==> config.mk <==
export PLATFORM = sky130hd
export DESIGN_NAME = alu_arbiter
export DESIGN_NICKNAME = d
export VERILOG_FILES = /design/src/rtl/alu_ctrl_pkg.sv /design/src/rtl/rr_arb2.sv /design/src/rtl/alu_arbiter.sv
export SDC_FILE = /design/constraint.sdc
export NUM_CORES = 1
export LEC_CHECK = 0
export ABC_AREA = 0
export CAP_MARGIN = 20
export CORE_UTILIZATION = 42
export CTS_BUF_LIST = sky130_fd_sc_hd__clkbuf_8
export DETAILED_ROUTE_END_ITERATION = 6
export PLACE_DENSITY = 0.82
export SLEW_MARGIN = 20
export SYNTH_ARGS = -nofsm -noshare
export SYNTH_HDL_FRONTEND = slang
export SYNTH_SLANG_ARGS = --single-unit
==> constraint.sdc <==
create_clock -name clk -period 1.8 [get_ports clk]
set_clock_uncertainty 0.2 [all_clocks]
set_input_delay 0.27 -clock clk [delete_from_list [all_inputs] [get_ports clk]]
set_output_delay 0.27 -clock clk [all_outputs]
set_load 0.02 [all_outputs]
==> src/rtl/alu_ctrl_pkg.sv <==
// Shared types and constants for the ALU command arbiter: FSM states,
// unit selectors, per-unit op codes and the latched command record.
package alu_ctrl_pkg;

  localparam int unsigned ALU_DW = 8;

  typedef enum logic [1:0] {
    IDLE  = 2'd0,
    ISSUE = 2'd1,
    CAPT  = 2'd2,
    RESP  = 2'd3
  } state_e;

  localparam logic UNIT_A = 1'b0;
  localparam logic UNIT_B = 1'b1;

  localparam logic [1:0] OP_A_ADD = 2'b00;
  localparam logic [1:0] OP_A_SUB = 2'b01;
  localparam logic [1:0] OP_A_OR  = 2'b10;
  localparam logic [1:0] OP_A_AND = 2'b11;

  localparam logic [1:0] OP_B_XOR = 2'b00;
  localparam logic [1:0] OP_B_SHR = 2'b01;
  localparam logic [1:0] OP_B_SHL = 2'b10;
  localparam logic [1:0] OP_B_NOT = 2'b11;

  typedef struct packed {
    logic              unit;
    logic [1:0]        op;
    logic [ALU_DW-1:0] a;
    logic [ALU_DW-1:0] b;
    logic              id;
  } cmd_t;

endpackage

==> src/rtl/rr_arb2.sv <==
// Two-way combinational arbiter: round-robin by pointer when rr_en is set,
// otherwise requester 0 wins any contention.
module rr_arb2 (
  input  logic [1:0] req,
  input  logic       ptr,
  input  logic       rr_en,
  output logic [1:0] gnt
);

  always_comb begin
    gnt = '0;
    case (req)
      2'b01:   gnt = 2'b01;
      2'b10:   gnt = 2'b10;
      2'b11:   gnt = (rr_en && ptr) ? 2'b10 : 2'b01;
      default: gnt = '0;
    endcase
  end

endmodule

==> src/rtl/alu_arbiter.sv <==
// Arbitrates two requesters onto a shared two-unit ALU: accept in IDLE,
// drive the ALU for one cycle, capture its result, return a one-cycle response.
module alu_arbiter
  import alu_ctrl_pkg::*;
#(
  parameter int unsigned RR_EN = 1,
  parameter int unsigned DW    = ALU_DW
) (
  input  logic          clk,
  input  logic          rst_n,
  input  logic          req0,
  input  logic          req1,
  input  logic          unit0,
  input  logic          unit1,
  input  logic [1:0]    op0,
  input  logic [1:0]    op1,
  input  logic [DW-1:0] a0,
  input  logic [DW-1:0] a1,
  input  logic [DW-1:0] b0,
  input  logic [DW-1:0] b1,
  output logic          ack0,
  output logic          ack1,
  output logic          rsp_valid0,
  output logic          rsp_valid1,
  output logic [DW-1:0] rsp_data,
  output logic          rsp_irq,
  output logic          alu_enable,
  output logic          alu_enable_a,
  output logic          alu_enable_b,
  output logic          alu_irq_clr,
  output logic [1:0]    alu_op_a,
  output logic [1:0]    alu_op_b,
  output logic [DW-1:0] alu_in_a,
  output logic [DW-1:0] alu_in_b,
  input  logic [DW-1:0] alu_out,
  input  logic          alu_irq
);

  localparam logic RR = (RR_EN != 0);

  state_e        state_q;
  logic          ptr_q;
  cmd_t          cmd_q;
  cmd_t          win_cmd;
  logic [1:0]    gnt;
  logic          grant_ok;
  logic          alu_en_q;
  logic          in_vld_q;
  logic          irq_clr_q;
  logic          rsp_v_q;
  logic [DW-1:0] rsp_data_q;
  logic          rsp_irq_q;

  rr_arb2 u_arb (
    .req   ({req1, req0}),
    .ptr   (ptr_q),
    .rr_en (RR),
    .gnt   (gnt)
  );

  // Grants are suppressed during reset so a held request is never latched.
  assign grant_ok = (state_q == IDLE) && rst_n;
  assign ack0     = grant_ok && gnt[0];
  assign ack1     = grant_ok && gnt[1];

  always_comb begin
    win_cmd = '0;
    if (gnt[1]) begin
      win_cmd.unit = unit1;
      win_cmd.op   = op1;
      win_cmd.a    = a1;
      win_cmd.b    = b1;
      win_cmd.id   = 1'b1;
    end else begin
      win_cmd.unit = unit0;
      win_cmd.op   = op0;
      win_cmd.a    = a0;
      win_cmd.b    = b0;
      win_cmd.id   = 1'b0;
    end
  end

  always_ff @(posedge clk) begin
    if (!rst_n) begin
      state_q    <= IDLE;
      ptr_q      <= 1'b0;
      cmd_q      <= '0;
      alu_en_q   <= 1'b0;
      in_vld_q   <= 1'b0;
      irq_clr_q  <= 1'b1;
      rsp_v_q    <= 1'b0;
      rsp_data_q <= '0;
      rsp_irq_q  <= 1'b0;
    end else begin
      case (state_q)
        IDLE: begin
          if (ack0 || ack1) begin
            state_q   <= ISSUE;
            cmd_q     <= win_cmd;
            alu_en_q  <= 1'b1;
            in_vld_q  <= 1'b1;
            irq_clr_q <= 1'b0;
            // Pointer only moves on contention, and always to the loser.
            if (RR && req0 && req1) ptr_q <= ~win_cmd.id;
          end
        end
        ISSUE: begin
          state_q  <= CAPT;
          alu_en_q <= 1'b0;
        end
        CAPT: begin
          state_q    <= RESP;
          in_vld_q   <= 1'b0;
          irq_clr_q  <= 1'b1;
          rsp_v_q    <= 1'b1;
          rsp_data_q <= alu_out;
          rsp_irq_q  <= alu_irq;
        end
        RESP: begin
          state_q <= IDLE;
          rsp_v_q <= 1'b0;
        end
        default: state_q <= IDLE;
      endcase
    end
  end

  assign alu_enable   = alu_en_q;
  assign alu_enable_a = alu_en_q && (cmd_q.unit == UNIT_A);
  assign alu_enable_b = alu_en_q && (cmd_q.unit == UNIT_B);
  assign alu_op_a     = alu_enable_a ? cmd_q.op : '0;
  assign alu_op_b     = alu_enable_b ? cmd_q.op : '0;
  assign alu_in_a     = in_vld_q ? cmd_q.a : '0;
  assign alu_in_b     = in_vld_q ? cmd_q.b : '0;
  assign alu_irq_clr  = irq_clr_q;
  assign rsp_valid0   = rsp_v_q && !cmd_q.id;
  assign rsp_valid1   = rsp_v_q && cmd_q.id;
  assign rsp_data     = rsp_data_q;
  assign rsp_irq      = rsp_irq_q;

endmodule

==> results of run 1 <==
==> worst max-delay path by stage <==
stage / endpoint / slack, ps
after floorplan: alu_op_a[0] / 140
after global placement: ack1 / -300
after detailed placement: ack1 / -300
after CTS: state_q[0] / 20
after global routing: ack0 / -10
final: alu_irq_clr / 60
==> Yosys cell counts <==
cell type	count
mux2i_1	11
inv_1	4
clkbuf_1	4
o211ai_2	1
nor3b_1	1
buf_6	4
and4_1	1
o21ai_1	13
a32oi_1	1
nor2b_1	13
and2_1	21
buf_2	9
a21oi_1	23
buf_4	1
o21a_1	1
a31oi_1	19
xnor2_1	1
and3_1	2
nand2_1	3
nand2b_1	1
o211a_1	1
nor2_1	3
clkbuf_2	3
and2b_1	1
o21ai_0	29
dfxtp_1	36
nand3_1	2
or3b_4	1
ha_1	5
==> through the flow <==
step                      area, µm²  TNS [ps]  instances  util, %
after floorplan                1830         0        215        -
final                          2890         0        359     70.8
after CTS                      2870         0        359     70.3
after global placement         2820     -5390        351     69.0
after detailed placement       2820     -5760        351     69.0
after global routing           2890     -10.1        359     70.8
==> registers in the layout (all words and copies together), names as in the netlist <==
| name | cells |
|---|---|
| alu_irq_clr | 1 |
| rsp_data | 8 |
| rsp_irq | 1 |
| rsp_v_q | 1 |
| ptr_q | 1 |
| alu_enable | 1 |
| cmd_q | 20 |
| state_q | 2 |
| in_vld_q | 1 |
==> layout make-up <==
cell class	instances	area, µm²	share of cell area [%]
repair buffers	107	1030	35.6
multi-input cells	154	976	33.7
flip-flops and latches	36	721	24.9
clock buffers	6	82.6	2.85
well taps	50	62.6	2.16
inverters	4	15.0	0.519
clock inverters	2	7.51	0.259
==> timing repair <==
action / 4_1_cts / 5_1_grt
resized for setup: 34 / 6
endpoints found under the setup margin: 27 / 23
endpoints found under the hold margin: 0 / 0
==> metal layers <==
layer	wire, µm	up-vias	part of all wire (%)	global-route usage [%]
met4	66	0	1.3	7.29
met2	2500	78	49	39.2
li1	-	943	-	-
met3	289	6	5.6	5.00
met1	2280	908	44	27.7
met5	0	-	0	0
==> tightest hold or removal path: cells and delay by family, from the launching register on <==
family | cells | cell delay, ps
flops | 1 | 310
compound gates | 2 | 160
==> power groups by stage <==
stage	logic, mW	clock network [mW]	registers [mW]
CTS	1.52	0.581	1.11
detailed placement	1.57	0	1.12
finish	1.54	0.574	1.11
global route	1.68	0.621	1.13
floorplan	0.835	0	1.18
global placement	1.54	0	1.11
==> logic make-up (layout without fill, tap and decap cells) <==
logic type	count (synthesis)	after routing
buffers and inverters	25	119
adders and majority gates	5	5
muxes	11	11
xor gates and xnor gates	1	1
AOI/OAI and AO/OA	88	88
DFF	36	36
and+or+nand+nor	49	49
==> flow_summary.toml, run 1 <==
[outcome]
status = "completed"

[synthesis]
synth-adder-area-share_pct = 3.42
synth_compound_area_share_pct = 26.4
syn-instance-count = 215
synthSimpleGateAreaFrac_pct = 16.4
ys_warn_count = 0
yosysTopAreaCell = "dfxtp_1"
yosysSeqAreaShare_pct = 39.5
synth_area_per_cell_um2 = 8.50
synth_nets = 271
ys_ff_latch = 36
muxShareOfSynthArea_pct = 6.03
ys_top_cells_by_area = "dfxtp_1, o21ai_0, and2_1, a31oi_1, a21oi_1"
syn_area_um2 = 1830
synth_top_area_share_pct = 39.5
synth_top_family_by_area = "compound AO/OA/AOI/OAI gates"
synthDistinctLibCells = 29
synth-xor-area-share_pct = 0.479

[global_route]
grt_pass1_wl_mm = 7.85
grt_max_degree = 39
antenna_found_initial = 0
gr-usage-all-layers_pct = 22.7
grt_pass1_vias = 1720
grt_overflow_total = 0

[clock_network]
hold_buffers = 0
cts.sinks = 36
ctsHtreeMaxLevel = 2
clockRootBuffer = "clkbuf_8"
cts_buffer_depth = 2
cts_setup_buffers = 0
clk_pin_slew_ps = 70
cts_tree = "done"
cts_made_buffers = 5
worstSkewPairLatency_ps = 280

[floorplanning]
ios = 88
fp.dieH_um = 68.0
core_um2 = 4090
num_rows = 23
start_util_pct = 44.7
die_area_um2 = 4620
die_w_um = 68.0

[critical_path]
worstSetupPathType = "reg2out"
ff2ff_setup_slack_ps = 100
required_ps = 1330
slowest_delay_ps = 620
arrival_ps = 1270
path_depth = 1
crit_chain = "clkdlybuf4s50_1"
r2r-start = "state_q[0]"
r2r_cells = 6
setup.worst_path.end_class = "output port"
worstSetupStartpointType = "flip-flop"
cp_slowest_cell = "clkdlybuf4s50_1"
critPathBufInv = 1
reg2reg_to = "state_q[1]"
crit_fanout = 3
critPathTopFamily = "buffers and inverters"
cp-startpoint = "alu_irq_clr"

[placement]
dpl.hpwl_mm = 3.49
portBuffers = 87
gp_congestion = 0.769
place_ws_ps = -303

[finish]
final_common_cell = "clkdlybuf4s50_1"
syn_to_final_growth_pct = 58.4
drive_above_1_share_pct = 10.0
num_antenna_cells = 0
nets = 364
mostFrequentLayoutCells = "clkdlybuf4s50_1, dfxtp_1, o21ai_0, a21oi_1, dlygate4sd2_1"
fillers = 369

[sta]
finalHoldViolCount = 0
fin_ws_ps = 55.3
max_freq_mhz = 573
hold_slack_ps = 318
worstMarginPinSlew_ps = 233
period_share_pct = 96.9
drv_slew = 0
timing.final.crit_period_ps = 1740
finalSetupViolCount = 0
slew-limit-headroom_pct = 84.3

[route]
drc_errors = 0
viasPerCell = 5.39
wl_per_cell_um = 14.3
drtPass1Iterations = 5
postRouteWirelength_mm = 5.14
vias = 1935
detail-route-antenna-nets = 0
drtIter0Drc = 106

[hold_path]
worstHoldPathCells = 2
hp-start = "cmd_q[9]"
whs_endpoint = "cmd_q[9]"
hold_path.class = "reg2reg"

[power_and_ir_drop]
leakagePower_nw = 1.25
power_density_nw_per_um2 = 1110
p_clk_share_pct = 17.8
intPower_mw = 2.06
total_power_mw = 3.23
switching_share_pct = 36.2
seqPwrFrac_pct = 34.3
switchingPower_mw = 1.17
ir_drop_mv = 0.724
pwr-share-comb_pct = 47.9

[run]
cap_violations = 0
(Power assumes the default switching activity.)
==> run 2: changes to the inputs <==
CAP_MARGIN = unset   (was 20)
GPL_TIMING_DRIVEN = 0   (was unset)
SLEW_MARGIN = unset   (was 20)
==> run 2 against run 1 <==
Against the previous run:
- utilization fell by 0.34 points
- power rose by 2.4%
- final cell count rose by 1.7%
- final area fell by 0.48%
- routed wire length rose by 10%
- hold slack got worse by 150 ps
- largest power group unchanged
==> flow_summary.toml, run 2 (same netlist as run 1, synthesis figures left out) <==
[power_and_ir_drop]
ir_drop_mv = 0.950
total_power_mw = 3.30
switching_share_pct = 37.3
p_clk_share_pct = 17.9
switchingPower_mw = 1.23
leakagePower_nw = 1.22
seqPwrFrac_pct = 34.7
power_density_nw_per_um2 = 1150
pwr-share-comb_pct = 47.5
intPower_mw = 2.07

[placement]
gp_congestion = 0.785
portBuffers = 85
placed_area_um2 = 2740
dpl.hpwl_mm = 3.81

[global_route]
grt_pass1_vias = 1801
grt_overflow_total = 0
grt_max_degree = 11
antenna_found_initial = 0
grt_pass1_wl_mm = 8.36
gr-usage-all-layers_pct = 24.3

[clock_network]
cts_tree = "done"
clockRootBuffer = "clkbuf_8"
worstSkewPairLatency_ps = 290
cts_made_buffers = 5
cts.sinks = 36
ctsHtreeMaxLevel = 2
cts_buffer_depth = 2
clk_pin_slew_ps = 70

[sta]
period_share_pct = 98.2
worstMarginPinSlew_ps = 501
finalHoldViolCount = 0
timing.final.crit_period_ps = 1770
finalSetupViolCount = 0
drv_slew = 0
slew-limit-headroom_pct = 66.6
max_freq_mhz = 566

[hold_path]
worstHoldPathCells = 4
hold_path.class = "in2reg"
whs_endpoint = "cmd_q[0]"
hp-start = "req0"

[route]
wl_per_cell_um = 15.5
detail-route-antenna-nets = 0
drc_errors = 0
drtPass1Iterations = 4
viasPerCell = 5.42
postRouteWirelength_mm = 5.65
vias = 1978
drtIter0Drc = 91

[critical_path]
reg2reg_to = "cmd_q[3]"
cp-startpoint = "state_q[0]"
crit_fanout = 5
worstSetupPathType = "reg2out"
ff2ff_setup_slack_ps = 100
r2r_cells = 8
r2r-start = "state_q[0]"
arrival_ps = 1300
critPathTopFamily = "buffers and inverters"
worstSetupStartpointType = "flip-flop"
critPathBufInv = 3
setup.worst_path.end_class = "output port"
crit_chain = "inv_2 -> ha_4 -> buf_6 -> nand3_2 -> a21oi_2 -> buf_4"
cp_slowest_cell = "dfxtp_2"
required_ps = 1330
slowest_delay_ps = 340

[finish]
nets = 370
mostFrequentLayoutCells = "clkdlybuf4s50_1, dfxtp_1, o21ai_0, a21oi_1, and2_1"
final_area_um2 = 2880
largest-register = "cmd_q"
largest_reg_flops = 20
num_antenna_cells = 0
drive_above_1_share_pct = 18.7
syn_to_final_growth_pct = 57.7
fin_util_pct = 70.5
final_common_cell = "clkdlybuf4s50_1"

[floorplanning]
core_um2 = 4090
fp.dieH_um = 68.0
die_area_um2 = 4620
ios = 88
num_rows = 23
start_util_pct = 44.7
die_w_um = 68.0

[run]
cap_violations = 0

[outcome]
status = "completed"
-- run 2: cell types whose count changed in the layout (fill, tap and decap cells not counted), moves of 4 or more --
cell | previous run | this run
buf_2 | 1 | 8
buf_4 | 17 | 9
buf_6 | 0 | 6
clkbuf_2 | 0 | 12
clkdlybuf4s15_2 | 0 | 4
dfxtp_1 | 36 | 31
dlygate4sd2_1 | 23 | 14
-- run 2: routing by layer --
metal	up-vias	wire length, µm	part of all wire (%)	global-route usage (%)
li1	954	-	-	-
met1	914	2380	42	30.3
met2	98	2740	49	41.4
met3	12	421	7.5	5.50
met4	0	108	1.9	7.29
met5	-	0	0	0
-- run 2: stage by stage --
stage	setup WS, ps	hold WS (ps)	instances	TNS [ps]
2_1_floorplan	140	225	215	0
3_3_place_gp	-596	274	350	-3760
3_5_place_dp	-629	300	350	-3680
4_1_cts	-27.6	162	360	-27.6
5_1_grt	-8.06	207	365	-8.84
6_report	32.7	165	365	0
-- run 2: power by group through the flow --
| stage | Clock (mW) | Sequential (mW) | Combinational [mW] |
|---|---|---|---|
| floorplan | 0 | 1.18 | 0.835 |
| global placement | 0 | 1.14 | 1.39 |
| detailed placement | 0 | 1.14 | 1.42 |
| CTS | 0.587 | 1.13 | 1.44 |
| global route | 0.624 | 1.17 | 1.70 |
| finish | 0.590 | 1.14 | 1.57 |
-- run 2: cell type report --
type | instances | area (µm²)
clock inverter | 2 | 7.51
fill | 334 | 1210
inverter | 4 | 15.0
clock buffer | 6 | 82.6
tap | 50 | 62.6
buffer | 21 | 141
multi-input combinational | 154 | 992
timing repair buffer | 92 | 847
sequential | 36 | 732
-- run 2: how the worst max path moves through the flow --
stage | end | slack [ps] | depth (start not counted)
final | ack0 | 30 | 6
after floorplan | alu_op_a[0] | 140 | 2
after detailed placement | ack0 | -630 | 5
after global placement | ack0 | -600 | 5
after CTS | ack0 | -30 | 6
after global routing | cmd_q[14] | -8 | 8
-- run 2: tightest hold or removal path, stage by stage --
cell	delay [ps]
buf_6	120
nand2_1	70
a32oi_1	60
nor2b_1	100
-- run 2: what timing repair did --
action                     CTS  global route
setup endpoints to repair   27            14
resized for setup           64            18
buffers inserted             2             4
cloned                       0             1
pin swaps                    0             1
hold buffers                 0             0
==> run 3: changes to the inputs <==
CAP_MARGIN = 20   (was unset)
==> results of run 3 <==
Same layout as run 2: the final DEF is identical, and so are final timing and power.
